--- src/rtl/bram_stream_reader_pkg.sv ---
`default_nettype none
// ============================================================================
// Module : bram_stream_reader_pkg
// Brief  : shared FSM encoding and default widths for the BRAM stream reader
// Rev    : 1.0
// ============================================================================
package bram_stream_reader_pkg;

  localparam int DEF_ADDR_W = 8;
  localparam int DEF_DATA_W = 8;
  localparam int RAM_DEPTH  = 256;

  typedef enum logic [1:0] {
    ST_IDLE  = 2'd0,
    ST_READ  = 2'd1,
    ST_DRAIN = 2'd2,
    ST_DONE  = 2'd3
  } state_t;

endpackage
`default_nettype wire

--- src/rtl/rd_skid_fifo.sv ---
`default_nettype none
// ============================================================================
// Module : rd_skid_fifo
// Brief  : 2-entry FIFO (data + last flag) catching BRAM read returns
// Rev    : 1.0
// ============================================================================
module rd_skid_fifo #(
  parameter int DATA_W = 8
) (
  input  logic              clk,
  input  logic              rst_n,
  input  logic              clear,
  input  logic              push,
  input  logic [DATA_W-1:0] push_data,
  input  logic              push_last,
  input  logic              pop,
  output logic [DATA_W-1:0] head_data,
  output logic              head_last,
  output logic [1:0]        count
);

  logic [DATA_W-1:0] r_data0;
  logic [DATA_W-1:0] r_data1;
  logic              r_last0;
  logic              r_last1;
  logic              r_wr_ptr;
  logic              r_rd_ptr;
  logic [1:0]        r_count;
  logic              w_push;
  logic              w_pop;

  assign w_pop  = pop && (r_count != 2'd0);
  assign w_push = push && ((r_count != 2'd2) || w_pop);

  always_ff @(posedge clk or negedge rst_n) begin
    if (!rst_n) begin
      r_data0  <= '0;
      r_data1  <= '0;
      r_last0  <= 1'b0;
      r_last1  <= 1'b0;
      r_wr_ptr <= 1'b0;
      r_rd_ptr <= 1'b0;
      r_count  <= 2'd0;
    end else if (clear) begin
      r_wr_ptr <= 1'b0;
      r_rd_ptr <= 1'b0;
      r_count  <= 2'd0;
    end else begin
      if (w_push) begin
        if (r_wr_ptr) begin
          r_data1 <= push_data;
          r_last1 <= push_last;
        end else begin
          r_data0 <= push_data;
          r_last0 <= push_last;
        end
        r_wr_ptr <= ~r_wr_ptr;
      end
      if (w_pop) begin
        r_rd_ptr <= ~r_rd_ptr;
      end
      case ({w_push, w_pop})
        2'b10:   r_count <= r_count + 2'd1;
        2'b01:   r_count <= r_count - 2'd1;
        default: r_count <= r_count;
      endcase
    end
  end

  // The head slot is only overwritten after it has been popped, so it holds steady.
  assign head_data = r_rd_ptr ? r_data1 : r_data0;
  assign head_last = r_rd_ptr ? r_last1 : r_last0;
  assign count     = r_count;

endmodule
`default_nettype wire

--- src/rtl/bram_stream_reader.sv ---
`default_nettype none
// ============================================================================
// Module : bram_stream_reader
// Brief  : reads a wrapping BRAM address range and emits it as a valid/ready stream
// Rev    : 1.0
// ============================================================================
module bram_stream_reader
  import bram_stream_reader_pkg::*;
#(
  parameter int ADDR_W = DEF_ADDR_W,
  parameter int DATA_W = DEF_DATA_W
) (
  input  logic              clk,
  input  logic              rst_n,
  input  logic              start,
  input  logic [ADDR_W-1:0] base_addr,
  input  logic [ADDR_W:0]   length,
  input  logic              abort,
  output logic              busy,
  output logic              done,
  output logic              ram_ce,
  output logic              ram_oce,
  output logic              ram_wre,
  output logic              ram_reset,
  output logic [ADDR_W-1:0] ram_ad,
  input  logic [DATA_W-1:0] ram_dout,
  output logic              m_valid,
  input  logic              m_ready,
  output logic [DATA_W-1:0] m_data,
  output logic              m_last
);

  localparam logic [ADDR_W:0]   c_cnt_one  = {{ADDR_W{1'b0}}, 1'b1};
  localparam logic [ADDR_W-1:0] c_addr_one = {{(ADDR_W-1){1'b0}}, 1'b1};

  state_t            r_state;
  state_t            w_state_nxt;
  logic [ADDR_W-1:0] r_addr;
  logic [ADDR_W:0]   r_len;
  logic [ADDR_W:0]   r_issued;
  logic [ADDR_W:0]   r_accepted;
  logic              r_in_flight;
  logic              r_in_flight_last;
  logic [1:0]        w_count;
  logic [2:0]        w_credit;
  logic              w_pop;
  logic              w_issue;
  logic              w_issue_last;
  logic              w_last_pop;
  logic              w_clear;

  assign w_pop        = m_valid && m_ready;
  // Slots that will be occupied after this edge if nothing new is issued.
  assign w_credit     = {1'b0, w_count} + {2'b00, r_in_flight} - {2'b00, w_pop};
  assign w_issue_last = (r_issued + c_cnt_one) == r_len;
  assign w_last_pop   = w_pop && ((r_accepted + c_cnt_one) == r_len);
  assign w_clear      = abort && (r_state != ST_IDLE);

  always_ff @(posedge clk or negedge rst_n) begin
    if (!rst_n) begin
      r_state <= ST_IDLE;
    end else begin
      r_state <= w_state_nxt;
    end
  end

  always_comb begin
    w_state_nxt = r_state;
    w_issue     = 1'b0;
    busy        = (r_state != ST_IDLE);
    done        = 1'b0;
    case (r_state)
      ST_IDLE: begin
        if (start) begin
          w_state_nxt = (length == '0) ? ST_DONE : ST_READ;
        end
      end
      ST_READ: begin
        if (abort) begin
          w_state_nxt = ST_IDLE;
        end else if ((r_issued != r_len) && (w_credit < 3'd2)) begin
          w_issue = 1'b1;
          if (w_issue_last) begin
            w_state_nxt = ST_DRAIN;
          end
        end
      end
      ST_DRAIN: begin
        if (abort) begin
          w_state_nxt = ST_IDLE;
        end else if (w_last_pop && !r_in_flight) begin
          w_state_nxt = ST_DONE;
        end
      end
      ST_DONE: begin
        done        = !abort;
        w_state_nxt = ST_IDLE;
      end
      default: begin
        w_state_nxt = ST_IDLE;
      end
    endcase
  end

  always_ff @(posedge clk or negedge rst_n) begin
    if (!rst_n) begin
      r_addr           <= '0;
      r_len            <= '0;
      r_issued         <= '0;
      r_accepted       <= '0;
      r_in_flight      <= 1'b0;
      r_in_flight_last <= 1'b0;
    end else begin
      if (r_state == ST_IDLE) begin
        if (start) begin
          r_addr     <= base_addr;
          r_len      <= length;
          r_issued   <= '0;
          r_accepted <= '0;
        end
      end else begin
        if (w_issue) begin
          r_addr   <= r_addr + c_addr_one;
          r_issued <= r_issued + c_cnt_one;
        end
        if (w_pop) begin
          r_accepted <= r_accepted + c_cnt_one;
        end
      end
      // Abort suppresses w_issue, so the outstanding read is forgotten here too.
      r_in_flight      <= w_issue;
      r_in_flight_last <= w_issue && w_issue_last;
    end
  end

  rd_skid_fifo #(
    .DATA_W(DATA_W)
  ) u_skid (
    .clk       (clk),
    .rst_n     (rst_n),
    .clear     (w_clear),
    .push      (r_in_flight),
    .push_data (ram_dout),
    .push_last (r_in_flight_last),
    .pop       (w_pop),
    .head_data (m_data),
    .head_last (m_last),
    .count     (w_count)
  );

  assign m_valid   = (w_count != 2'd0);
  assign ram_ce    = w_issue;
  assign ram_ad    = r_addr;
  assign ram_oce   = 1'b1;
  assign ram_wre   = 1'b0;
  assign ram_reset = 1'b0;

endmodule
`default_nettype wire

--- config.mk ---
export PLATFORM = sky130hd
export DESIGN_NAME = bram_stream_reader
export DESIGN_NICKNAME = d
export VERILOG_FILES = /design/src/rtl/bram_stream_reader_pkg.sv /design/src/rtl/rd_skid_fifo.sv /design/src/rtl/bram_stream_reader.sv
export SDC_FILE = /design/constraint.sdc
export NUM_CORES = 1
export LEC_CHECK = 0
export ABC_AREA = 1
export BUFFER_PORTS_ARGS = -buffer_cell sky130_fd_sc_hd__buf_2
export CAP_MARGIN = 25
export CORE_AREA = 2 2 82 84
export CTS_CLUSTER_SIZE = 12
export DETAILED_ROUTE_END_ITERATION = 16
export DIE_AREA = 0 0 84 86
export GPL_ROUTABILITY_DRIVEN = 0
export GPL_TIMING_DRIVEN = 0
export PLACE_DENSITY = 0.79
export REMOVE_ABC_BUFFERS = 1
export SLEW_MARGIN = 20
export SYNTH_ARGS = -nofsm -noshare
export SYNTH_HDL_FRONTEND = slang
export SYNTH_SLANG_ARGS = --single-unit
export TNS_END_PERCENT = 100
--- constraint.sdc ---
create_clock -name clk -period 6.46 [get_ports clk]
set_clock_uncertainty 0.1 [all_clocks]
set_input_delay 0.323 -clock clk [delete_from_list [all_inputs] [get_ports clk]]
set_output_delay 0.323 -clock clk [all_outputs]
set_load 0.02 [all_outputs]
### Yosys cells after proc, flatten, opt, wreduce, memory -nomap -nowiden

Index checks and enable logic that the tools add are counted.

| cells by class | value |
|---|---|
| shift operators | 0 |
| reduce and logical (&&, ||, !) cells | 26 |
| order comparisons | 1 |
| add/subtract/negate cells | 7 |
| multipliers | 0 |
| divide/modulo/power cells | 0 |
| equality and inequality tests | 13 |
| muxes and demuxes | 28 |
| bitwise gates (word level) | 3 |

Operators by type and width:

| operator | number |
|---|---|
| 9-bit two-way mux | 5 |
| 8-bit two-way mux | 4 |
| 9-bit by 1-bit adder with 9-bit output (second input constant) | 2 |
| 9-bit == test | 2 |
| 2-bit two-way mux | 8 |
| 2-bit nonzero test | 6 |
| 9-bit zero test | 1 |
| 1-bit two-way mux | 9 |
| 3-bit != test (second input constant) | 3 |
| 9-bit != test | 1 |
| 8-bit by 1-bit adder with 8-bit output (second input constant) | 1 |
| 1-bit logical AND | 8 |
| 2-bit case mux with 4 select lines | 1 |
| 2-bit == test (second input constant) | 3 |
| 2-bit AND reduction | 3 |
| 3-bit AND reduction | 2 |
| 2-bit by 1-bit == test with 1-bit output (second input constant) | 2 |
| 2-bit != test (second input constant) | 2 |
| 2-bit case mux with 2 select lines | 1 |
| 4-bit AND reduction | 1 |
| 2-bit by 1-bit adder with 3-bit output | 1 |
| 3-bit by 2-bit less-than comparator with 1-bit output (second input constant) | 1 |
| 1-bit inverter | 3 |
| 3-bit nonzero test | 1 |
| other kinds (6) | 7 |

| word-level totals | value |
|---|---|
| memory bits (read-only) | 0 |
| word-level logic and storage cells | 92 |
| bits in latches | 0 |
| memories | 0 |
| bits in registers | 61 |
| output and inout bits | 24 |
| bits of input ports | 30 |
| memory bits (writable) | 0 |

### Depth between registers and ports, before layout

| depth | value |
|---|---|
| word-level depth | 10 |
| mapped depth | 18 |
| gate-level depth less buffers | 18 |

### Hierarchy

A second synthesis with hierarchy kept.

| second synthesis, totals | value |
|---|---|
| cell total of the unflattened synthesis | 519 |
| area, all modules | 3751.1 um2 |

Modules (own cells, without submodules):

| module | area an instance (um2) | cells an instance | times used |
|---|---|---|---|
| bram_stream_reader | 2623.8 | 388 | 1 |
| rd_skid_fifo | 1127.3 | 131 | 1 |

### Worst setup path after synthesis

OpenSTA, ideal clock, no wires.

| timing | value |
|---|---|
| path type | reg2out |
| from | register u_skid.r_count[1] (netlist: u_skid.count[1]) |
| to | output ram_ce |
| arrival | 2.376 ns |
| cell stages (with the launch flop) | 13 |
| setup slack | 3.661 ns |
| path through | dfrtp_1 > inv_1 > nand2_1 > nand2_2 > inv_1 > ha_1 > inv_1 > nand2_1 > fa_1 > o21ai_0 > a21oi_1 > nand3_4 > inv_1 |

| on the way | value |
|---|---|
| longest elaborated chain between the ends | 8 |

RTL lines:

| item | line | text |
|---|---|---|
| from (decl) | rd_skid_fifo.sv:28 | `logic [1:0] r_count;` |
| from (signal assigned) | rd_skid_fifo.sv:63 | `2'b10: r_count <= r_count + 2'd1;` |
| from (signal assigned) | rd_skid_fifo.sv:64 | `2'b01: r_count <= r_count - 2'd1;` |
| from (signal assigned) | rd_skid_fifo.sv:65 | `default: r_count <= r_count;` |
| 2-bit nonzero test | bram_stream_reader.sv:151 | `assign m_valid = (w_count != 2'd0);` |
| via m_valid | bram_stream_reader.sv:27 | `output logic m_valid,` |
| 1-bit logical AND | bram_stream_reader.sv:52 | `assign w_pop = m_valid && m_ready;` |
| 3-bit by 1-bit subtractor with 3-bit output | bram_stream_reader.sv:54 | `assign w_credit = {1'b0, w_count} + {2'b00, r_in_flight} - {2'b00, w_pop};` |
| 3-bit by 2-bit less-than comparator with 1-bit output | bram_stream_reader.sv:81 | `end else if ((r_issued != r_len) && (w_credit < 3'd2)) begin` |
| 1-bit logical AND | bram_stream_reader.sv:81 |  |
| 1-bit two-way mux | bram_stream_reader.sv:81 |  |
| 1-bit two-way mux | bram_stream_reader.sv:79 | `if (abort) begin` |
| 1-bit two-way mux | bram_stream_reader.sv:72 | `case (r_state)` |
| to (decl) | bram_stream_reader.sv:21 | `output logic ram_ce,` |

The timed path passes the listed nets, and every way through them passes these cells.

### Final worst setup path

| timing | value |
|---|---|
| from | register u_skid.r_count[1] (netlist: u_skid.count[1]) |
| to | output ram_ce |

| on the way | value |
|---|---|
| longest elaborated chain between the ends | 8 |

RTL lines:

| item | line |
|---|---|
| parallel branches: the longest is 2 deep, another holds 2-bit by 1-bit adder with 3-bit output | n/a |
| 3-bit by 1-bit subtractor with 3-bit output (*) | bram_stream_reader.sv:54 |
| 3-bit by 2-bit less-than comparator with 1-bit output (*) | bram_stream_reader.sv:81 |
| 1-bit logical AND (*) | bram_stream_reader.sv:81 |
| 1-bit two-way mux (*) | bram_stream_reader.sv:81 |
| 1-bit two-way mux (*) | bram_stream_reader.sv:79 |
| 1-bit two-way mux (*) | bram_stream_reader.sv:72 |

Mark *: on every way between the ends.

==> results.py <==
metrics = {
    "place": {
        "dp_hpwl_um": 5541,
        "portBuffers": 50,
        "pre_cts_slack_ns": 3.454,
    },
    "logic_synthesis": {
        "synth_seq_area_share_pct": 41.27,
        "ys_top_cells_by_count": "156 x nand2_1, 61 x dfrtp_1, 60 x inv_1",
        "yosys.area.top_type_share_pct": 41.27,
        "syn_area_per_cell_um2": 7.517,
        "synth_top_area_cell": "dfrtp_1",
        "synth_cell_types": 41,
        "synth-seq-cells": 61,
        "synth_area_um2": 3699,
        "yosysMostFrequentCell": "nand2_1",
        "syn_inst": 492,
        "synthFlopType": "dfrtp_1",
        "synth-async-reset-ratio_pct": 100.0,
        "ys_warn_count": 0,
        "synth_area_leaders": "dfrtp_1 41%, nand2_1 16%, inv_1 6.1%, nand3_1 5.7%, o21ai_0 3.2%",
        "synth_edf_count": 0,
    },
    "routing": {
        "drt_iter0_drc": 185,
        "finalWirelength_um": 7710,
        "wl_per_cell_um": 12.32,
        "antenna_left": 0,
        "dr_total_vias": 3267,
        "vias_per_cell": 5.219,
        "firstDrtPassIters": 5,
        "drcViolationCount": 0,
    },
    "timing": {
        "hold_violations": 0,
        "fin_setup_tns_ns": 0,
        "worst_slack_ns": 3.080,
        "period_share_pct": 52.31,
        "setup_violations": 0,
        "grt_setup_unrepaired": "no",
        "tightest_slew_ns": 0.7798,
        "slew_violations": 0,
        "max_freq_mhz": 295.9,
        "relSlewSlack_pct": 48.01,
        "period_minus_slack_ns": 3.380,
    },
    "critical_path": {
        "criticalPathCategory": "reg -> out",
        "worstSetupStartpointType": "flop",
        "cp_max_fo": 9,
        "crit_start": "u_skid.count[1]",
        "r2r_cells": 15,
        "critPathRequiredTime_ns": 6.04,
        "r2r_start": "u_skid.count[1]",
        "crit_arrival_ns": 2.96,
        "end_kind": "output pin",
    },
    "global_route": {
        "antenna_found_initial": 0,
        "grt_max_degree": 62,
        "grt_pass1_wl_um": 13250,
        "grt_util_all_layers_pct": 22.85,
        "grt_pass1_vias": 2900,
        "grt_overflow": 0,
    },
    "finish": {
        "drive_gt1_share_pct": 20.58,
        "areaGrowthSynthToFinish_pct": 13.16,
        "multi_input_area_um2": 1831,
        "layout.nets": 579,
        "ff_latch_area_um2": 1526,
        "n_fill_cell": 553,
        "antenna_cells": 0,
    },
    "clock_tree": {
        "cts_setup_buffers": 0,
        "postCtsHoldBufs": 1,
        "cts.htree.levels": 3,
        "numCtsBuffers": 9,
        "cts.sinks": 61,
        "cts_tree": "yes",
        "clockBufferDepth": 2,
        "clkTransAtPathRegs_ns": 0.07,
        "ctsResizeCount": 0,
        "root_buffer": "clkbuf_8",
        "clock_latency_ns": 0.34,
    },
    "min_path": {
        "hold_path_class": "in -> reg",
        "whs_path_depth": 3,
        "min_from": "length[8]",
    },
    "run_status": {
        "outcome": "finished clean",
    },
    "floorplanning": {
        "rows": 29,
        "die_h_um": 86,
        "fp.dieW_um": 84,
        "dieArea_um2": 7224,
        "placeableCoreArea_um2": 6277,
        "num_io_pins": 54,
        "start_util_pct": 58.92,
    },
    "power_and_ir_drop": {
        "power_density_nw_per_um2": 452.9,
        "p_leak_nw": 2.137,
        "peakVddDrop_v": 0.0002782,
    },
    "job": {
        "maxCapViolations": 0,
    },
}
## cells by family after synthesis
kind of cell               Yosys count  synth area share (%)
xor gates and xnor gates            12                 2.842
DFF                                 61                 41.27
buffers and inverters               76                 9.337
adders and majority gates            5                 1.895
other                                2                0.2031
and+or+nand+nor                    262                 31.73
AOI/OAI and AO/OA                   74                 12.72
## per-stage QoR
stage / total power, mW / cell area [um2] / utilization [%] / instances / hold WS [ns]
6_report: 1.895 / 4185 / 66.67 / 626 / 0.1064
5_1_grt: 2.066 / 4185 / 66.67 / 626 / 0.1156
3_3_place_gp: 1.496 / 3950 / 62.93 / 609 / 0.3653
2_1_floorplan: 1.302 / 3603 / - / 482 / -0.07259
4_1_cts: 1.910 / 4185 / 66.67 / 626 / 0.1018
3_5_place_dp: 1.523 / 3953 / 62.97 / 609 / 0.3566
## critical path, stage by stage, from the launching register on
cell and delay [ns]:
dfrtp_1 0.44, inv_1 0.11, nand2_1 0.09, nand2_2 0.12
inv_1 0.09, ha_1 0.27, inv_1 0.05, nand2_1 0.05
fa_1 0.47, o21ai_0 0.07, a21oi_1 0.29, nand3_4 0.22
inv_1 0.17, buf_2 0.19
## sequential cells by signal (all words and copies together), names as in the netlist
register and count:
r_issued 9, u_skid.r_last1 1, u_skid.r_data1 8, r_len 9, r_in_flight_last 1, r_in_flight 1
u_skid.count 2, u_skid.r_last0 1, u_skid.r_rd_ptr 1, r_state 2, ram_ad 8, u_skid.r_wr_ptr 1
u_skid.r_data0 8, r_accepted 9
## report_power, final
group / leakage [nW] / switching, mW / total [mW] / internal [mW]
clock: 0.110 / 0.162 / 0.381 / 0.219
sequential: 0.790 / 0.133 / 0.641 / 0.507
combinational: 1.24 / 0.561 / 0.874 / 0.313
## metal layers
metal  track usage, %  routed length [um]  up-vias  part of all wire, %
li1                 -                   -     1673                    -
met1            30.59                3467     1508                   45
met2            37.67                3770       75                   49
met3            3.657                 324       11                  4.2
met4            8.651                 147        0                  1.9
met5                0                   0        -                    0
## path summary, 6_finish.rpt
check,slack [ns],end
setup / recovery,3.08,ram_ce
hold / removal,0.11,r_len[8]
setup reg to reg,3.54,r_issued[5]
hold reg to reg,0.39,u_skid.r_data0[4]
max in group asynchronous,5.24,r_issued[4]
min in group asynchronous,0.50,u_skid.r_data1[5]
## layout by cell type (no fill, tap or decap), types with 11 or more instances in the layout
master,n
a21oi_1,12
o21ai_0,24
nand3_1,42
inv_1,60
nor2_1,28
dfrtp_1,61
buf_2,49
nand2_1,156
o21ai_1,11
## area by class of cell
| class | instances | share of cell area (%) |
|---|---|---|
| Clock buffer | 9 | 2.960 |
| Clock inverter | 7 | 2.362 |
| Inverter | 65 | 5.889 |
| Multi-Input combinational cell | 356 | 43.74 |
| Sequential cell | 61 | 36.47 |
| Tap cell | 77 | 2.302 |
| Timing Repair Buffer | 51 | 6.278 |
Power figures use the tool's default switching activity.
